$ cat src/rtl/cascade_stage_ctrl.sv
// Cascade stage sequencer: walks one detection window through every stage,
// issuing feature requests and summing the returned leaves against each stage threshold.
module cascade_stage_ctrl #(
    parameter  int FEATURE_NUM = 2913,
    parameter  int STAGE_NUM   = 25,
    parameter  int W_LEAF      = 14,
    parameter  int W_ACC       = 22,
    localparam int W_ADDR_FEAT = $clog2(FEATURE_NUM),
    localparam int W_STAGE     = $clog2(STAGE_NUM)
) (
    input  logic                       clk,
    input  logic                       rst,
    input  logic                       win_valid,
    output logic                       win_ready,
    output logic                       stage_rd,
    output logic [W_STAGE-1:0]         stage_addr,
    input  logic signed [W_ACC-1:0]    stage_threshold,
    input  logic [W_ADDR_FEAT-1:0]     stage_last_feat,
    output logic                       feat_valid,
    input  logic                       feat_ready,
    output logic [W_ADDR_FEAT-1:0]     feat_addr,
    input  logic                       leaf_valid,
    output logic                       leaf_ready,
    input  logic signed [W_LEAF-1:0]   leaf_data,
    input  logic                       leaf_eot,
    output logic                       res_valid,
    input  logic                       res_ready,
    output logic                       res_detect,
    output logic [W_STAGE-1:0]         res_stage,
    output logic                       err_eot
);

    typedef enum logic [2:0] {IDLE, LOAD, SWAIT, RUN, DECIDE, RESULT} state_t;

    localparam logic signed [W_ACC-1:0] ACC_MAX = {1'b0, {(W_ACC-1){1'b1}}};
    localparam logic signed [W_ACC-1:0] ACC_MIN = {1'b1, {(W_ACC-1){1'b0}}};
    localparam logic [W_STAGE-1:0]      LAST_STAGE = W_STAGE'(STAGE_NUM - 1);

    state_t state, state_nxt;

    logic [W_STAGE-1:0]      stage;
    // One extra bit so the pointer can sit past last_reg without wrapping onto index 0.
    logic [W_ADDR_FEAT:0]    feat_ptr;
    logic [W_ADDR_FEAT:0]    first_reg;
    logic [W_ADDR_FEAT:0]    last_reg;
    logic [W_ADDR_FEAT:0]    recv_cnt;
    logic [W_ADDR_FEAT:0]    stage_cnt;
    logic signed [W_ACC-1:0] thr_reg;
    logic signed [W_ACC-1:0] acc;
    logic signed [W_ACC-1:0] acc_sat;
    logic signed [W_ACC:0]   sum_wide;
    logic [W_ACC:0]          leaf_ext;
    logic                    leaf_fire;
    logic                    feat_fire;
    logic                    stage_end;
    logic                    pass;

    assign stage_cnt = last_reg - first_reg + 1'b1;
    assign leaf_fire = (state == RUN) && leaf_valid;
    assign feat_fire = feat_valid && feat_ready;
    assign stage_end = leaf_fire && ((recv_cnt + 1'b1) == stage_cnt);
    assign pass      = (acc >= thr_reg);

    // Sum in one extra bit and clamp when the sign of the result disagrees with the carry.
    always_comb begin
        leaf_ext = {{(W_ACC + 1 - W_LEAF){leaf_data[W_LEAF-1]}}, leaf_data};
        sum_wide = {acc[W_ACC-1], acc} + leaf_ext;
        if (sum_wide[W_ACC] != sum_wide[W_ACC-1])
            acc_sat = sum_wide[W_ACC] ? ACC_MIN : ACC_MAX;
        else
            acc_sat = sum_wide[W_ACC-1:0];
    end

    always_ff @(posedge clk) begin
        if (!rst)
            state <= IDLE;
        else
            state <= state_nxt;
    end

    always_comb begin
        state_nxt = state;
        case (state)
            IDLE:    if (win_valid) state_nxt = LOAD;
            LOAD:    state_nxt = SWAIT;
            SWAIT:   state_nxt = RUN;
            RUN:     if (stage_end) state_nxt = DECIDE;
            DECIDE:  state_nxt = (pass && stage != LAST_STAGE) ? LOAD : RESULT;
            RESULT:  if (res_ready) state_nxt = IDLE;
            default: state_nxt = IDLE;
        endcase
    end

    always_comb begin
        win_ready  = (state == IDLE);
        stage_rd   = (state == LOAD);
        feat_valid = (state == RUN) && (feat_ptr <= last_reg);
        leaf_ready = (state == RUN);
        res_valid  = (state == RESULT);
    end

    assign stage_addr = stage;
    assign feat_addr  = feat_ptr[W_ADDR_FEAT-1:0];

    always_ff @(posedge clk) begin
        if (!rst) begin
            stage      <= '0;
            feat_ptr   <= '0;
            first_reg  <= '0;
            last_reg   <= '0;
            recv_cnt   <= '0;
            thr_reg    <= '0;
            acc        <= '0;
            res_detect <= 1'b0;
            res_stage  <= '0;
            err_eot    <= 1'b0;
        end else begin
            case (state)
                IDLE: begin
                    if (win_valid) begin
                        stage    <= '0;
                        feat_ptr <= '0;
                        acc      <= '0;
                    end
                end
                SWAIT: begin
                    thr_reg   <= stage_threshold;
                    last_reg  <= {1'b0, stage_last_feat};
                    first_reg <= feat_ptr;
                    recv_cnt  <= '0;
                end
                RUN: begin
                    if (feat_fire)
                        feat_ptr <= feat_ptr + 1'b1;
                    if (leaf_fire) begin
                        acc      <= acc_sat;
                        recv_cnt <= recv_cnt + 1'b1;
                        if (leaf_eot != stage_end)
                            err_eot <= 1'b1;
                    end
                end
                DECIDE: begin
                    if (pass && stage != LAST_STAGE) begin
                        stage    <= stage + 1'b1;
                        acc      <= '0;
                        feat_ptr <= last_reg + 1'b1;
                    end else begin
                        res_detect <= pass;
                        res_stage  <= stage;
                    end
                end
                default: ;
            endcase
        end
    end

endmodule

$ cat config.mk
export PLATFORM = sky130hd
export DESIGN_NAME = cascade_stage_ctrl
export DESIGN_NICKNAME = d
export VERILOG_FILES = /design/src/rtl/cascade_stage_ctrl.sv
export SDC_FILE = /design/constraint.sdc
export NUM_CORES = 1
export LEC_CHECK = 0
export CAP_MARGIN = 40
export CORE_ASPECT_RATIO = 1.75
export CORE_MARGIN = 3
export CORE_UTILIZATION = 45
export DETAILED_ROUTE_END_ITERATION = 8
export DONT_BUFFER_PORTS = 1
export HOLD_SLACK_MARGIN = 0.08
export PLACE_DENSITY = 0.62
export SLEW_MARGIN = 40
export SYNTH_ARGS = -nofsm -noshare
export SYNTH_HDL_FRONTEND = slang
export SYNTH_SLANG_ARGS = --single-unit
$ cat constraint.sdc
create_clock -name clk -period 6.65 [get_ports clk]
set_input_delay 0.9975 -clock clk [delete_from_list [all_inputs] [get_ports clk]]
set_output_delay 0.9975 -clock clk [all_outputs]
set_load 0.1 [all_outputs]
# [Word-level counts from Yosys, hierarchy flattened]
# Cells that the tools add are included.
[classes] n_addsub=7 order_cmp=2 eq_ne=15 n_mux=20 bitwise=1 n_reduce_logical=16
[ops] cell="$mux W22" count=5
[ops] cell="$pmux W22 S3" count=1
[ops] cell="$mux W13" count=4
[ops] cell="$add A13 B1 Y13 const B" count=3
[ops] cell="$pmux W13 S3" count=1
[ops] cell="$pmux W13 S2" count=1
[ops] cell="$add A22 B14 Y23" count=1
[ops] cell="$ge A22 B22 Y1" count=1
[ops] cell="$pmux W3 S6" count=1
[ops] cell="$add A12 B1 Y13 const B" count=1
[ops] cell="$eq A13 B13 Y1" count=1
[ops] cell="$le A13 B12 Y1" count=1
[ops] cell="$sub A12 B13 Y13" count=1
[ops] cell="$mux W3" count=4
[ops] cell="$mux W5" count=2
[ops] cell="$pmux W5 S2" count=1
[ops] cell="$reduce_and A3 Y1" count=3
[ops] cell="$ne A2 B1 Y1 const B" count=4
[ops] cell="$reduce_and A4 Y1" count=2
[ops] cell="$eq A3 B2 Y1 const B" count=2
[ops] cell="$eq A3 B3 Y1 const B" count=2
[ops] cell="$add A5 B1 Y5 const B" count=1
[ops] cell="$logic_and A1 B1 Y1" count=5
[ops] cell="$ne A5 B5 Y1 const B" count=1
[ops] cell="other kinds (8)" count=12
[totals] register_bits=110 in_bits=55 word_cells=72

# [Depth between registers and ports, before layout]
[depth] ltp_word=6 mapped_depth=14 depth_no_buf=14

# [Worst setup path before layout]
# Ideal clock, no wire load.
[synth_path] path_type="flip-flop to output port" startpoint="reg last_reg[8]" endpoint="out feat_valid" arrival_ps=3462 required_ps=5653 setup_slack_ps=2190 stages_incl_launch_ff=9 cell_sequence="dfxtp_1 > inv_1 > ha_1 > a21o_1 > a21o_1 > a21o_1 > a21oi_1 > a21oi_1 > nor3_1"
[synth_via] elab_chain_cells=2
[synth_rtl] element="from (decl)" line="45" text="logic [W_ADDR_FEAT:0] last_reg;"
[synth_rtl] element="from (signal assigned)" line="128" text="last_reg <= {1'b0, stage_last_feat};"
[synth_rtl] element="$le A13 B12 Y1" line="97" text="feat_valid = (state == RUN) && (feat_ptr <= last_reg);"
[synth_rtl] element="$logic_and A1 B1 Y1" line="97"
[synth_rtl] element="to (decl)" line="19" text="output logic feat_valid,"
# Every way passes these cells.

# [Worst setup path after layout]
[layout_path] startpoint="in leaf_data[0]" endpoint="reg acc[20]"
[layout_via] elab_chain_cells=5
[layout_rtl] element="from (decl)" line="24" text="input logic signed [W_LEAF-1:0] leaf_data,"
[layout_rtl] element="$add A22 B14 Y23 *" line="67" text="sum_wide = {acc[W_ACC-1], acc} + leaf_ext;"
[layout_rtl] element="$mux W22 or $ne A1 B1 Y1 (tied branches)" line="69, 68"
[layout_rtl] element="$mux W22 *" line="68" text="if (sum_wide[W_ACC] != sum_wide[W_ACC-1])"
[layout_rtl] element="$mux W22 *" line="135" text="if (leaf_fire) begin"
[layout_rtl] element="$pmux W22 S3 *" line="118" text="case (state)"
[layout_rtl] element="to (signal assigned)" line="136" text="acc <= acc_sat;"
[layout_rtl] element="to (decl)" line="49" text="logic signed [W_ACC-1:0] acc;"
# Mark *: on every way between the ends. The rest lies on a longest branch, timed or not. The select of a mux whose other input is x is not followed.
# A chain may end at the register's enable or synchronous reset.

==> key figures <==
Status
  • Status: complete, no violations

Setup path
  • Critical Path Fanout Max: 22
  • Reg2reg end: err_eot
  • CP endpoint kind: flip-flop
  • CP required: 6.91 ns
  • Worst Path Class, Setup: in2reg
  • CP arrival: 4.10 ns
  • Worst setup SP type: primary input
  • Register-to-register setup slack: 2.82 ns
  • Worst r2r path cells: 11
  • Worst R2R Start: state[1]

Power and ir drop
  • Pwr dens: a little over 200 nW/um^2
  • Register share of total power: 0.410
  • Switching fraction of total power: 0.3147
  • Gate power share: 0.228
  • Switch Pwr: 0.5388 mW
  • Leakage power total: 3.461 nW
  • Final Power: between 1.5 and 2 mW
  • Internal power: 1.173 mW
  • Peak supply drop: between 0.15 and 0.2 mV
  • Clk pwr share: 0.362

Yosys
  • Syn Area/Cell: 7.890 um^2
  • Netlist cell types: 77
  • Post-synth ARST share: 0
  • Post-Syn Nets: 1141
  • Warnings from Yosys: 0
  • Netlist Area Pre-Place: slightly below 8000 um^2
  • Register area share after synthesis: 0.2788
  • Post-synthesis cell count: 1001
  • Yosys reg bits: between 100 and 150
  • Most used DFF post-synth: dfxtp_1
  • EDFF count, synth: 0

GRT
  • First-pass GRT wire length: between 30000 and 40000 um
  • Number of global-route vias before repair: a little over 7000
  • GRT Overall Usage: 0.2312
  • Initial antenna violation count: 0
  • Pin count of the biggest net entering global routing: 81
  • Grt total ovfl: 0

Timing
  • Period utilization: 0.5775
  • Final Setup Violations: 0
  • Worst Tran Pin Value: 0.8037 ns
  • Max Clock Skew: 0.009514 ns
  • Setup TNS Final: 0 ns
  • Final hold violation count: 0
  • Final min period: 3.840 ns
  • Slew headroom: 0.4606
  • Max Slew Vio Count: 0
  • RSZ-0062 raised after global routing: false
  • FMAX: 260.4 MHz

Placement
  • Dpl hpwl: 16700 um
  • Area after DPL: 8157 um^2
  • Routability Congestion: approximately 0.92
  • Port Buf Inserts: 0

Routing
  • Detailed router's first-iteration violation count: 309
  • DR vias: 7037
  • Drt pass-1 iters: 5
  • Drt wl/cell: 17.97 um
  • Antenna viol nets, final: 0
  • DR vias/cell: 5.835
  • Remaining DRCs: 0
  • Routed WL: 21670 um

Floorplan
  • Die height: 181.3 um
  • Die area: 19240 um^2
  • I/O pins: between 80 and 90
  • Starting density of the core: 0.4617
  • Core region area: 17110 um^2
  • Std cell rows: 63
  • Die width: 106.1 um

Finish
  • Fin area: roughly 8500 um^2
  • Share of cells above drive strength 1: 0.08580
  • FF/Latch Area: 2218 um^2
  • Commonest cells after routing, fill and taps aside: nand2_1, a21oi_1, dfxtp_1
  • # nets final: 1114
  • Area grow syn2layout: 7.605%
  • Fillers: 1725
  • Antenna fix cells: 0
  • Multi-input gate area: between 5000 and 6000 um^2
  • Most common cell after layout, fill and taps aside: nand2_1

CTS
  • Max Root-Sink Buffers: 2
  • CTS Hold Bufs: 0
  • CTS clock-pin slew for the worst setup and hold paths: about 0.08 ns
  • H-tree depth: 3
  • Root buffer cell: clkbuf_16
  • CTS tree: done
  • Clock sink total: 110
  • Post_cts resized: 0
  • Num CTS Buffers: 9
  • Clock Latency Late Sink: 0.36 ns
  • Number of post-CTS setup repair buffers: 0

Run
  • Max cap viols: 0

Hold path
  • Hold Path Stages: 2
  • Hold_sp: thr_reg[10]
  • Min-Delay Endpoint: thr_reg[10]
  • HP Class: reg2reg
## worst max-delay path by stage
stage	slack (ns)	startpoint	end
2_1_floorplan	2.19	last_reg[8]	feat_valid
3_3_place_gp	2.43	leaf_data[0]	acc[20]
3_5_place_dp	2.43	leaf_data[0]	acc[20]
4_1_cts	2.81	leaf_data[0]	acc[20]
5_1_grt	2.50	state[1]	state[0]
6_report	2.81	leaf_data[0]	acc[20]
## stage by stage
step / worst slack (ns) / cells / hold WS [ns] / utilization
6_report: 2.810 / 1206 / 0.4571 / 0.4968
5_1_grt: 2.499 / 1206 / 0.4749 / 0.4968
4_1_cts: 2.815 / 1206 / 0.4593 / 0.4968
3_5_place_dp: 2.427 / 1190 / 0.4487 / 0.4768
3_3_place_gp: 2.432 / 1190 / 0.4430 / 0.4754
2_1_floorplan: 2.190 / 1001 / 0.4363 / -
## routing by layer
layer  track usage  routed length [um]  vias up
li1              -                   -     3523
met1        0.2222                7541     3307
met2        0.4486               12080      153
met3       0.04112                 972       54
met4        0.1297                1082        0
met5             0                   0        -
## cells in the mapped netlist (all sizes together) (20+ instances only)
library cell / n / area share
dfxtp: 110 / 0.28
nor2: 68 / 0.033
inv: 61 / 0.029
a21oi: 110 / 0.070
nand3: 26 / 0.017
o21ai: 39 / 0.025
nand2: 140 / 0.067
a21o: 24 / 0.023
xnor2: 38 / 0.042
clkbuf: 35 / 0.017
o2bb2ai: 20 / 0.022
buf: 27 / 0.022
ha: 83 / 0.13
## worst max-delay path: stages
cell and delay (ns):
ha_1 0.22, fa_1 0.43, a211oi_1 0.25, o21bai_1 0.19, a2111o_1 0.50, a21oi_2 0.27, o2111a_1 0.23, a211o_1 0.60
nor3_1 0.13, a221o_1 0.28
## layout make-up
type	count	area share
inverter	61	0.02694
timing repair buffer	24	0.02812
multi-input combinational	768	0.6103
clock inverter	6	0.01207
tap	227	0.03342
clock buffer	10	0.02812
sequential	110	0.2610
## power by group through the flow
stage          clock (mW)  combinational (mW)  sequential, mW
3_5_place_dp            0               0.392           0.717
5_1_grt             0.663               0.439           0.704
3_3_place_gp            0               0.389           0.717
2_1_floorplan           0               0.306           0.706
4_1_cts             0.636               0.394           0.701
6_report            0.620               0.390           0.701
## cell families (layout without fill, tap and decap cells)
family	after synthesis	in the layout	synth area share
and+or+nand+nor	327	327	0.1995
buffers and inverters	123	101	0.06781
adders and majority gates	85	85	0.1366
muxes	5	5	0.006654
AOI/OAI and AO/OA	299	299	0.2495
xor gates and xnor gates	52	52	0.06115
DFF	110	110	0.2788
Power figures use the tool's default switching activity.
